**src/rtl/spmv_mem_arbiter_if.sv**
```systemverilog
// spmv_mem_arbiter_if
//   Bundles the three PE request-source FIFO handshakes and the shared
//   memory request/response port seen by spmv_mem_arbiter.
//
//   Parameter: ADDR_W - memory address width
//
//   Signals
//     st_valid/st_pop/st_data       MAC output FIFO (result stores)
//     x_valid/x_pop/x_addr          cache miss FIFO (x-vector loads)
//     m_valid/m_pop/m_addr/m_tag    sparse matrix decoder FIFO (matrix loads)
//     req_mem_ld/req_mem_st         registered request strobes
//     req_mem_addr/req_mem_d_or_tag request address and store data / load tag
//     req_mem_stall                 memory port almost full
//     rsp_mem_push                  one load response returned
//
//   Modports
//     master - arbiter side (drives pops and requests)
//     slave  - environment side (FIFOs and memory port)
interface spmv_mem_arbiter_if #(
  parameter int ADDR_W = 48
);
  logic              st_valid;
  logic              st_pop;
  logic [63:0]       st_data;

  logic              x_valid;
  logic              x_pop;
  logic [ADDR_W-1:0] x_addr;

  logic              m_valid;
  logic              m_pop;
  logic [ADDR_W-1:0] m_addr;
  logic [1:0]        m_tag;

  logic              req_mem_ld;
  logic              req_mem_st;
  logic [ADDR_W-1:0] req_mem_addr;
  logic [63:0]       req_mem_d_or_tag;
  logic              req_mem_stall;
  logic              rsp_mem_push;

  modport master (
    input  st_valid, st_data,
    input  x_valid, x_addr,
    input  m_valid, m_addr, m_tag,
    input  req_mem_stall, rsp_mem_push,
    output st_pop, x_pop, m_pop,
    output req_mem_ld, req_mem_st, req_mem_addr, req_mem_d_or_tag
  );

  modport slave (
    output st_valid, st_data,
    output x_valid, x_addr,
    output m_valid, m_addr, m_tag,
    output req_mem_stall, rsp_mem_push,
    input  st_pop, x_pop, m_pop,
    input  req_mem_ld, req_mem_st, req_mem_addr, req_mem_d_or_tag
  );
endinterface

```
**src/rtl/spmv_mem_arbiter.sv**
```systemverilog
// spmv_mem_arbiter
//   Shares the single PE memory request port between result stores (MAC
//   output FIFO), x-vector loads (cache miss FIFO) and matrix-stream loads
//   (sparse matrix decoder FIFO). One source is popped per cycle; the pop
//   choice is registered into stage 1 and the request is registered from
//   the FIFO q one cycle later, so a pop becomes a request two cycles on.
//   Stores walk a pointer from st_base up to st_end; loads are limited by
//   a response credit counter.
//
//   Optional feature: define SPMV_MEM_ARB_STARVE_EN to add anti-starvation
//   counters for the x and matrix sources (default: strict fixed priority).
//
//   Parameters
//     ADDR_W          memory address width
//     MAX_OUTSTANDING loads popped but not yet answered (<= 127)
//     STARVE_LIMIT    wait cycles before a starved source is promoted
//
//   Ports
//     clk, rst_n          clock, asynchronous active-low reset
//     enable              PE busy; gates new pops
//     st_base_ld          load store pointer (st_base) and end bound (st_end)
//     st_done             store pointer equals end bound
//     outstanding         current load credit count
//     bus                 source FIFOs and memory port (master modport)
module spmv_mem_arbiter #(
  parameter int ADDR_W          = 48,
  parameter int MAX_OUTSTANDING = 64,
  parameter int STARVE_LIMIT    = 16
) (
  input  logic                clk,
  input  logic                rst_n,
  input  logic                enable,
  input  logic                st_base_ld,
  input  logic [ADDR_W-1:0]   st_base,
  input  logic [ADDR_W-1:0]   st_end,
  output logic                st_done,
  output logic [6:0]          outstanding,
  spmv_mem_arbiter_if.master  bus
);

  // The credit counter is 7 bits wide, so the limit must fit in it.
  if (MAX_OUTSTANDING < 1 || MAX_OUTSTANDING > 127 || STARVE_LIMIT < 1 || ADDR_W < 4) begin : g_bad_cfg
    $error("spmv_mem_arbiter: unsupported parameter combination");
  end

  typedef enum logic [1:0] {
    SRC_NONE,
    SRC_ST,
    SRC_X,
    SRC_M
  } src_e;

  src_e              grant;
  src_e              s1_src;
  logic [ADDR_W-1:0] st_ptr;
  logic [ADDR_W-1:0] st_end_q;
  logic              pop_ok;
  logic              credit_ok;
  logic              st_elig;
  logic              x_elig;
  logic              m_elig;
  logic              load_pop;
  logic              rsp_take;

  assign st_done = (st_ptr == st_end_q);

  // Pops are also held off while rst_n is low so every output reads 0 in reset.
  assign pop_ok    = rst_n && enable && !bus.req_mem_stall;
  assign credit_ok = int'(outstanding) < MAX_OUTSTANDING;
  assign st_elig   = pop_ok && bus.st_valid;
  assign x_elig    = pop_ok && credit_ok && bus.x_valid;
  assign m_elig    = pop_ok && credit_ok && bus.m_valid;

`ifdef SPMV_MEM_ARB_STARVE_EN
  localparam int STARVE_W = $clog2(STARVE_LIMIT + 1);

  logic [STARVE_W-1:0] x_wait;
  logic [STARVE_W-1:0] m_wait;
  logic                x_starved;
  logic                m_starved;

  assign x_starved = int'(x_wait) >= STARVE_LIMIT;
  assign m_starved = int'(m_wait) >= STARVE_LIMIT;

  // Count cycles a load source sits valid without a grant; saturate at the
  // limit and clear once the source is finally popped.
  always_ff @(posedge clk or negedge rst_n) begin
    if (!rst_n) begin
      x_wait <= '0;
      m_wait <= '0;
    end else begin
      if (bus.x_pop) begin
        x_wait <= '0;
      end else if (bus.x_valid && !x_starved) begin
        x_wait <= x_wait + 1'b1;
      end
      if (bus.m_pop) begin
        m_wait <= '0;
      end else if (bus.m_valid && !m_starved) begin
        m_wait <= m_wait + 1'b1;
      end
    end
  end
`endif

  // Fixed priority store > x > matrix. Starved sources override it, applied
  // in reverse order so that x wins when both are starved.
  always_comb begin
    grant = SRC_NONE;
    if (st_elig) begin
      grant = SRC_ST;
    end else if (x_elig) begin
      grant = SRC_X;
    end else if (m_elig) begin
      grant = SRC_M;
    end
`ifdef SPMV_MEM_ARB_STARVE_EN
    if (m_starved && m_elig) begin
      grant = SRC_M;
    end
    if (x_starved && x_elig) begin
      grant = SRC_X;
    end
`endif
  end

  assign bus.st_pop = (grant == SRC_ST);
  assign bus.x_pop  = (grant == SRC_X);
  assign bus.m_pop  = (grant == SRC_M);
  assign load_pop   = bus.x_pop || bus.m_pop;

  // Stage 1 remembers which FIFO was popped; its q is valid next cycle.
  always_ff @(posedge clk or negedge rst_n) begin
    if (!rst_n) begin
      s1_src <= SRC_NONE;
    end else begin
      s1_src <= grant;
    end
  end

  // Request register. Strobes default low; address and data hold their
  // last values on idle cycles and on stores discarded at st_done.
  always_ff @(posedge clk or negedge rst_n) begin
    if (!rst_n) begin
      bus.req_mem_ld       <= 1'b0;
      bus.req_mem_st       <= 1'b0;
      bus.req_mem_addr     <= '0;
      bus.req_mem_d_or_tag <= '0;
    end else begin
      bus.req_mem_ld <= 1'b0;
      bus.req_mem_st <= 1'b0;
      case (s1_src)
        SRC_ST: begin
          if (!st_done) begin
            bus.req_mem_st       <= 1'b1;
            bus.req_mem_addr     <= st_ptr;
            bus.req_mem_d_or_tag <= bus.st_data;
          end
        end
        SRC_X: begin
          bus.req_mem_ld       <= 1'b1;
          bus.req_mem_addr     <= bus.x_addr;
          bus.req_mem_d_or_tag <= 64'h1;
        end
        SRC_M: begin
          bus.req_mem_ld       <= 1'b1;
          bus.req_mem_addr     <= bus.m_addr;
          bus.req_mem_d_or_tag <= {61'b0, bus.m_tag, 1'b0};
        end
        default: begin
        end
      endcase
    end
  end

  // Store pointer only advances on an issued store; a reload wins.
  always_ff @(posedge clk or negedge rst_n) begin
    if (!rst_n) begin
      st_ptr   <= '0;
      st_end_q <= '0;
    end else if (st_base_ld) begin
      st_ptr   <= st_base;
      st_end_q <= st_end;
    end else if (s1_src == SRC_ST && !st_done) begin
      st_ptr <= st_ptr + ADDR_W'(8);
    end
  end

  // Load credits: a response at zero is ignored, pop+response cancel out.
  assign rsp_take = bus.rsp_mem_push && (outstanding != 7'd0);

  always_ff @(posedge clk or negedge rst_n) begin
    if (!rst_n) begin
      outstanding <= 7'd0;
    end else if (load_pop && !rsp_take) begin
      outstanding <= outstanding + 7'd1;
    end else if (!load_pop && rsp_take) begin
      outstanding <= outstanding - 7'd1;
    end
  end

endmodule
```
**src/flat_wrapper.sv**
```systemverilog
// flat-port wrapper written by rule: the top's interface ports become plain ports
module spmv_mem_arbiter_flat 
#(
  parameter int ADDR_W          = 48,
  parameter int MAX_OUTSTANDING = 64,
  parameter int STARVE_LIMIT    = 16
)
  (clk, rst_n, enable, st_base_ld, st_base, st_end, st_done, outstanding, bus_st_valid, bus_st_data, bus_x_valid, bus_x_addr, bus_m_valid, bus_m_addr, bus_m_tag, bus_req_mem_stall, bus_rsp_mem_push, bus_st_pop, bus_x_pop, bus_m_pop, bus_req_mem_ld, bus_req_mem_st, bus_req_mem_addr, bus_req_mem_d_or_tag);
  spmv_mem_arbiter_if #(.ADDR_W(ADDR_W)) bus_i ();
  input  logic clk;
  input  logic rst_n;
  input  logic enable;
  input  logic st_base_ld;
  input  logic [ADDR_W-1:0] st_base;
  input  logic [ADDR_W-1:0] st_end;
  output logic st_done;
  output logic [6:0] outstanding;
  input wire logic [$bits(bus_i.st_valid)-1:0] bus_st_valid;
  input wire logic [$bits(bus_i.st_data)-1:0] bus_st_data;
  input wire logic [$bits(bus_i.x_valid)-1:0] bus_x_valid;
  input wire logic [$bits(bus_i.x_addr)-1:0] bus_x_addr;
  input wire logic [$bits(bus_i.m_valid)-1:0] bus_m_valid;
  input wire logic [$bits(bus_i.m_addr)-1:0] bus_m_addr;
  input wire logic [$bits(bus_i.m_tag)-1:0] bus_m_tag;
  input wire logic [$bits(bus_i.req_mem_stall)-1:0] bus_req_mem_stall;
  input wire logic [$bits(bus_i.rsp_mem_push)-1:0] bus_rsp_mem_push;
  output wire logic [$bits(bus_i.st_pop)-1:0] bus_st_pop;
  output wire logic [$bits(bus_i.x_pop)-1:0] bus_x_pop;
  output wire logic [$bits(bus_i.m_pop)-1:0] bus_m_pop;
  output wire logic [$bits(bus_i.req_mem_ld)-1:0] bus_req_mem_ld;
  output wire logic [$bits(bus_i.req_mem_st)-1:0] bus_req_mem_st;
  output wire logic [$bits(bus_i.req_mem_addr)-1:0] bus_req_mem_addr;
  output wire logic [$bits(bus_i.req_mem_d_or_tag)-1:0] bus_req_mem_d_or_tag;
  assign bus_i.st_valid = bus_st_valid;
  assign bus_i.st_data = bus_st_data;
  assign bus_i.x_valid = bus_x_valid;
  assign bus_i.x_addr = bus_x_addr;
  assign bus_i.m_valid = bus_m_valid;
  assign bus_i.m_addr = bus_m_addr;
  assign bus_i.m_tag = bus_m_tag;
  assign bus_i.req_mem_stall = bus_req_mem_stall;
  assign bus_i.rsp_mem_push = bus_rsp_mem_push;
  assign bus_st_pop = bus_i.st_pop;
  assign bus_x_pop = bus_i.x_pop;
  assign bus_m_pop = bus_i.m_pop;
  assign bus_req_mem_ld = bus_i.req_mem_ld;
  assign bus_req_mem_st = bus_i.req_mem_st;
  assign bus_req_mem_addr = bus_i.req_mem_addr;
  assign bus_req_mem_d_or_tag = bus_i.req_mem_d_or_tag;
  spmv_mem_arbiter #(.ADDR_W(ADDR_W), .MAX_OUTSTANDING(MAX_OUTSTANDING), .STARVE_LIMIT(STARVE_LIMIT)) u_core (.clk(clk), .rst_n(rst_n), .enable(enable), .st_base_ld(st_base_ld), .st_base(st_base), .st_end(st_end), .st_done(st_done), .outstanding(outstanding), .bus(bus_i));
endmodule
```
**config.mk**
```make
export PLATFORM = sky130hd
export DESIGN_NAME = spmv_mem_arbiter_flat
export DESIGN_NICKNAME = d
export VERILOG_FILES = /design/src/rtl/spmv_mem_arbiter_if.sv /design/src/rtl/spmv_mem_arbiter.sv /design/src/flat_wrapper.sv
export SDC_FILE = /design/constraint.sdc
export NUM_CORES = 1
export LEC_CHECK = 0
export ABC_AREA = 1
export CORE_MARGIN = 2
export CORE_UTILIZATION = 55
export DETAILED_ROUTE_END_ITERATION = 12
export DONT_BUFFER_PORTS = 1
export PLACE_DENSITY = 0.7
export SYNTH_ARGS = -nofsm -noshare
export SYNTH_HDL_FRONTEND = slang
export SYNTH_SLANG_ARGS = --single-unit
```
**constraint.sdc**
```tcl
create_clock -name clk -period 3.3 [get_ports clk]
set_clock_uncertainty 0.1 [all_clocks]
set_input_delay 0.495 -clock clk [delete_from_list [all_inputs] [get_ports clk]]
set_output_delay 0.495 -clock clk [all_outputs]
set_load 0.005 [all_outputs]
```
# Word level (Yosys, flattened, before mapping)
# Cells that the tools add are included.
dict set report word_totals {
  wordCells 55
  output_inout_bits 125
  register_bits 219
}
dict set report classes {
  muxes 14
  magnitude_cmp 1
  reduce_logical 21
  addsub 3
  n_eq_ne 8
}
# cell count
set op_table {}
lappend op_table {{case mux 64 bit (3 select lines)} 1}
lappend op_table {{two-way mux 48 bit} 3}
lappend op_table {{case mux 48 bit (3 select lines)} 1}
lappend op_table {{two-way mux 64 bit} 1}
lappend op_table {{adder 48 x 4 -> 48 bit, second input constant} 1}
lappend op_table {{== test 48 bit} 1}
lappend op_table {{two-way mux 7 bit} 2}
lappend op_table {{logical AND 1 bit} 10}
lappend op_table {{== test 2 bit, second input constant} 4}
lappend op_table {{adder 7 x 1 -> 7 bit, second input constant} 1}
lappend op_table {{less-than comparator 7 bit, second input constant} 1}
lappend op_table {{nonzero test 7 bit} 1}
lappend op_table {{subtractor 7 x 1 -> 7 bit, second input constant} 1}
lappend op_table {{two-way mux 2 bit} 3}
lappend op_table {{== test 2 x 1 -> 1 bit, second input constant} 2}
lappend op_table {{zero test 1 bit} 4}
lappend op_table {{nonzero test 2 bit} 2}
lappend op_table {{two-way mux 1 bit} 3}
lappend op_table {{nonzero test 3 bit} 1}
lappend op_table {{inequality test 2 bit, second input constant} 1}
lappend op_table {{AND reduction 2 bit} 1}
lappend op_table {{OR reduction 2 bit} 1}
lappend op_table {{logical OR 1 bit} 1}

# Depth between registers and ports, before layout
dict set report depth {
  depth_word 13
  depth_mapped 16
  depth_no_buf 16
}

# Least setup slack after synthesis
# OpenSTA, ideal clock, no wires.
dict set report synth_path {
  path_type {input to register}
  from {input port bus_req_mem_stall}
  to {register u_core.outstanding[5]}
  cell_stages 13
  path_buffers 0
  t_arrival_ns 2.380
  setup_slack_ns 0.738
  path_cell_list {nor4_1 -> o211ai_1 -> inv_1 -> ha_1 -> inv_1 -> ha_1 -> nand3_1 -> nand2_1 -> nand2_1 -> nand2_1 -> a21oi_1 -> or2_2 -> a31oi_1}
}
dict set report synth_between {
  elab_chain_len 12
}
# element line_no
set synth_lines {}
lappend synth_lines {{start: declaration} flat_wrapper.sv:25} ;# input wire logic [$bits(bus_i.req_mem_stall)-1:0] bus_req_mem_stall;
lappend synth_lines {{zero test 1 bit (*)} spmv_mem_arbiter.sv:68} ;# assign pop_ok = rst_n && enable && !bus.req_mem_stall;
lappend synth_lines {{logical AND 1 bit (*)} spmv_mem_arbiter.sv:68}
lappend synth_lines {{logical AND 1 bit} {spmv_mem_arbiter.sv:71, spmv_mem_arbiter.sv:72}}
lappend synth_lines {{logical AND 1 bit} spmv_mem_arbiter.sv:72} ;# assign m_elig = pop_ok && credit_ok && bus.m_valid;
lappend synth_lines {{two-way mux 2 bit} spmv_mem_arbiter.sv:114} ;# end else if (m_elig) begin
lappend synth_lines {{two-way mux 2 bit} spmv_mem_arbiter.sv:112} ;# end else if (x_elig) begin
lappend synth_lines {{two-way mux 2 bit (*)} spmv_mem_arbiter.sv:110} ;# if (st_elig) begin
lappend synth_lines {{== test 2 bit (on tied branches)} {spmv_mem_arbiter.sv:128, spmv_mem_arbiter.sv:129}}
lappend synth_lines {{logical OR 1 bit (*)} spmv_mem_arbiter.sv:130} ;# assign load_pop = bus.x_pop || bus.m_pop;
lappend synth_lines {{zero test 1 bit} spmv_mem_arbiter.sv:197} ;# end else if (!load_pop && rsp_take) begin
lappend synth_lines {{logical AND 1 bit} spmv_mem_arbiter.sv:197}
lappend synth_lines {{nonzero test 2 bit (no source line)} -}
lappend synth_lines {{end signal: assignment} spmv_mem_arbiter.sv:196} ;# outstanding <= outstanding + 7'd1;
lappend synth_lines {{end signal: assignment} spmv_mem_arbiter.sv:198} ;# outstanding <= outstanding - 7'd1;
lappend synth_lines {{end: declaration} spmv_mem_arbiter.sv:37} ;# output logic [6:0] outstanding,
# Mark *: on every way between the ends. The rest lies on a longest branch, timed or not.
# A chain may end at the register's enable or synchronous reset.

# Worst setup path in the final report
dict set report layout_path {
  from {register u_core.outstanding[6]}
  to {register u_core.outstanding[6]}
}
dict set report layout_between {
  elab_chain_len 11
}
# element line_no
set layout_lines {}
lappend layout_lines {{less-than comparator 7 bit} spmv_mem_arbiter.sv:69} ;# assign credit_ok = int'(outstanding) < MAX_OUTSTANDING;
lappend layout_lines {{logical AND 1 bit} {spmv_mem_arbiter.sv:71, spmv_mem_arbiter.sv:72}}
lappend layout_lines {{logical AND 1 bit} spmv_mem_arbiter.sv:72}
lappend layout_lines {{two-way mux 2 bit} spmv_mem_arbiter.sv:114}
lappend layout_lines {{two-way mux 2 bit} spmv_mem_arbiter.sv:112}
lappend layout_lines {{two-way mux 2 bit} spmv_mem_arbiter.sv:110}
lappend layout_lines {{== test 2 bit (on tied branches)} {spmv_mem_arbiter.sv:128, spmv_mem_arbiter.sv:129}}
lappend layout_lines {{logical OR 1 bit} spmv_mem_arbiter.sv:130}
lappend layout_lines {{zero test 1 bit} spmv_mem_arbiter.sv:197}
lappend layout_lines {{logical AND 1 bit} spmv_mem_arbiter.sv:197}
lappend layout_lines {{nonzero test 2 bit (no source line)} -}
# Parallel ways exist; a longest one is shown, timed or not. The select of a mux whose other input is x is not followed.

==> results.yml <==
final_layout:
  instances_no_fill: 2079
  drive_gt1_frac: 0.0504
  fin_area_sq_um: 14300
  final_nets: 2045
  num-fill-cells: 1929
  syn_to_final_growth_pct: 15.4
drt:
  wl_met1_um: 17200
  wl_met2_um: 19600
  ant_nets: 0
  maxUsedRoutingLayer: "met4"
  vias: 12000
  wl_per_cell_um: 20.5
  routed_wl_um: 42700
  detail_route.first_pass.iterations: 5
  wl_met3_um: 3480
  drc: 0
  via_per_inst: 5.78
  drt_iter0_markers: 1240
worst_setup_path:
  end_kind: "flop"
  r2r_slack_ns: 0.55
  cp_top_family: "simple AND/OR/NAND/NOR gates"
  worst-path-buf-inv: 2
  crit_required_ns: 3.68
  max_stage_delay_ns: 0.44
  cp_cell_sequence: "nor4_1 -> o211ai_1 -> inv_1 -> ha_1 -> inv_1 -> fa_1 -> nand3_1 -> nand3_1 -> nand2_1 -> nand2_1 -> a21oi_1 -> xor2_1 -> nand2_1 -> nand2_1"
  crit_path_start_kind: "flop"
  cp.arrival_ns: 3.12
  crit_top_cell: "nand2_1"
  crit_fanout: 6
  crit_slowest_cell: "dfrtp_1"
  critical_path_class: "reg2reg"
placement:
  placed_area_sq_um: 12200
  gp_congestion: 0.961
  placed_cells: 1909
  port_buffers: 0
  hpwl_um: 29200
timing:
  fmax_mhz: 364
  worst_slew_pin_slew_ns: 1.02
  timing.hold.ws_ns: -0.443
  rsz0062_at_grt: "false"
  setup_tns_ns: 0
  drv_slew: 0
  fin_crit_sh: 0.833
  min_period_ns: 2.75
  slew_headroom: 0.317
  finalHoldViolCount: 219
  finalSetupViolCount: 0
clocking:
  insertion_delay_ns: 0.54
  cts_buffers: 24
  postCtsResizedCells: 0
  h-tree-depth: 1
  cts_root_buf: "clkbuf_16"
  cts_tree: "yes"
  cts.sinks: 219
  clk_pin_slew_worst_paths_ns: 0.06
  ctsLongestPathBuffers: 3
  cts_hold_buf: 115
min_path:
  holdCritPathClass: "in2async"
pwr:
  peakVddDrop_mv: 0.471
  p_int_mw: 5.83
  clockPowerShare: 0.325
  netSwitchingFraction: 0.334
  p_leak_nw: 6.99
  p_switching_mw: 2.93
  p_per_area_nw_per_um2: 614
  p_comb_frac: 0.202
  share_seq_of_total_power: 0.472
  power_mw: 8.76
die:
  dieArea_sq_um: 23700
  io_pins: 392
  row_count: 54
  die_w_um: 154
  core-area_sq_um: 22000
  initial_utilization: 0.563
  fp.dieH_um: 154
yosys:
  synth_compound_area_frac: 0.0564
  ys.flop_type: "dfrtp_1"
  syn_nets: 1999
  synth-simple-area-share: 0.388
  synth_top_family_by_area: "simple AND/OR/NAND/NOR gates"
  synth-seq-cells: 219
  yosys.area_share.xor_xnor: 0.0262
  synth-edff-count: 0
  muxShareOfSynthArea: 0
  avgSynthCellArea_sq_um: 7.17
  synth_area_sq_um: 12400
  yosysUniqueCellTypes: 35
  synthAdderAreaFrac: 0.00871
  seq_area_frac_synth: 0.443
  syn_inst: 1724
  yosys_warnings: 0
  async_flop_share: 1.00
status:
  outcome: "finished with violations"
  failed_checks: "hold timing"
global_route:
  grt_pass1_vias: 11500
  grtUsageTotal: 0.350
  grt_max_degree: 221
  antenna_found_initial: 11
  grt_pass1_wl_um: 65000
  gr-total-overflow: 0
job:
  cap_violations: 0
what timing repair did:
action	4_1_cts	5_1_grt
setup buffers	0	0
endpoints found under the setup margin	0	0
hold endpoints to repair	330	219
cells in the final DEF, fill, tap and decap left out, types with 16 or more instances in the layout:
| cell type | n |
|---|---|
| xnor2_1 | 30 |
| nand2_1 | 760 |
| clkbuf_16 | 24 |
| a21oi_1 | 16 |
| nand3_1 | 258 |
| o211ai_1 | 42 |
| o21ai_0 | 54 |
| dfrtp_1 | 219 |
| inv_1 | 83 |
| nor2_1 | 70 |
| dlygate4sd3_1 | 114 |
worst paths after layout:
kind | start | endpoint | cells past startpoint
setup / recovery | u_core.outstanding[6]$_DFFE_PN0P_ | u_core.outstanding[6]$_DFFE_PN0P_ | 14
hold / removal | rst_n | u_core.st_end_q[11]$_DFFE_PN0P_ | 0
setup reg to reg | u_core.outstanding[6]$_DFFE_PN0P_ | u_core.outstanding[6]$_DFFE_PN0P_ | 14
hold reg to reg | u_core.st_end_q[16]$_DFFE_PN0P_ | u_core.st_end_q[16]$_DFFE_PN0P_ | 2
max in group asynchronous | rst_n | u_core.st_ptr[31]$_DFFE_PN0N_ | 0
min in group clk | st_end[8] | u_core.st_end_q[8]$_DFFE_PN0P_ | 2
worst reg2reg max path, cell delays in order, from the launching register on:
cell      delay [ns]
dfrtp_1         0.44
nor4_1          0.37
o211ai_1        0.20
inv_1           0.09
ha_1            0.18
inv_1           0.13
fa_1            0.42
nand3_1         0.10
nand3_1         0.08
nand2_1         0.09
nand2_1         0.05
a21oi_1         0.15
xor2_1          0.16
nand2_1         0.06
nand2_1         0.06
synth_stat cells (2+ instances only):
cell	number	share of area
buf_1	6	0.0018
a22o_1	2	0.0014
buf_6	20	0.018
nor2_2	6	0.0030
xor2_1	7	0.0050
inv_2	13	0.0039
nand2_4	2	0.0018
dfrtp_1	219	0.44
nand2_1	761	0.23
nor3_1	11	0.0045
o211ai_1	42	0.026
nor2_1	71	0.022
inv_1	84	0.026
nand3_2	10	0.0081
a21oi_1	16	0.0065
ha_1	7	0.0071
xnor2_1	30	0.021
buf_4	2	0.0012
nand3_1	258	0.10
nand4_1	15	0.0076
or2_2	2	0.0010
buf_2	22	0.0089
clkbuf_1	53	0.016
o21ai_0	54	0.022
routing by layer:
metal | global-route usage | vias to the layer above
met4 | 0.174 | 0
met1 | 0.460 | 5678
li1 | - | 5627
met3 | 0.0733 | 130
met5 | 0 | -
met2 | 0.555 | 584
final cells by class:
class	count	area, sq um	area share
Tap cell	280	350	0.0246
Timing Repair Buffer	124	1270	0.0888
Multi-Input combinational cell	1303	5930	0.416
Inverter	98	375	0.0263
Clock buffer	33	694	0.0487
Clock inverter	10	136	0.00956
Sequential cell	219	5480	0.384
Antenna cell	12	30.0	0.00211
flip-flops by register name (all words and copies together), names as in the netlist:
name	cells
u_core.bus.req_mem_d_or_tag	64
u_core.bus.req_mem_addr	48
u_core.st_end_q	48
u_core.st_ptr	48
u_core.outstanding	7
u_core.s1_src	2
u_core.bus.req_mem_ld	1
u_core.bus.req_mem_st	1
cells by family after synthesis:
group	after synthesis
simple gates	1142
flops	219
buf+inv	202
compound gates	116
xor+xnor	37
fa+ha+maj	8
per-stage QoR:
| step | setup slack (ns) | util |
|---|---|---|
| 3_5_place_dp | 0.532 | 0.557 |
| 5_1_grt | 0.281 | 0.650 |
| 4_1_cts | 0.562 | 0.648 |
| 6_report | 0.552 | 0.650 |
| 3_3_place_gp | 0.606 | 0.557 |
| 2_1_floorplan | 0.738 | - |
power by group through the flow:
stage	clock network, mW	logic, mW	registers, mW
floorplan	0	1.39	3.86
global placement	0	1.56	4.14
detailed placement	0	1.61	4.16
CTS	2.86	1.74	4.11
global route	2.98	2.02	4.21
finish	2.85	1.77	4.14
No activity file was read; power rests on OpenSTA's default activity.
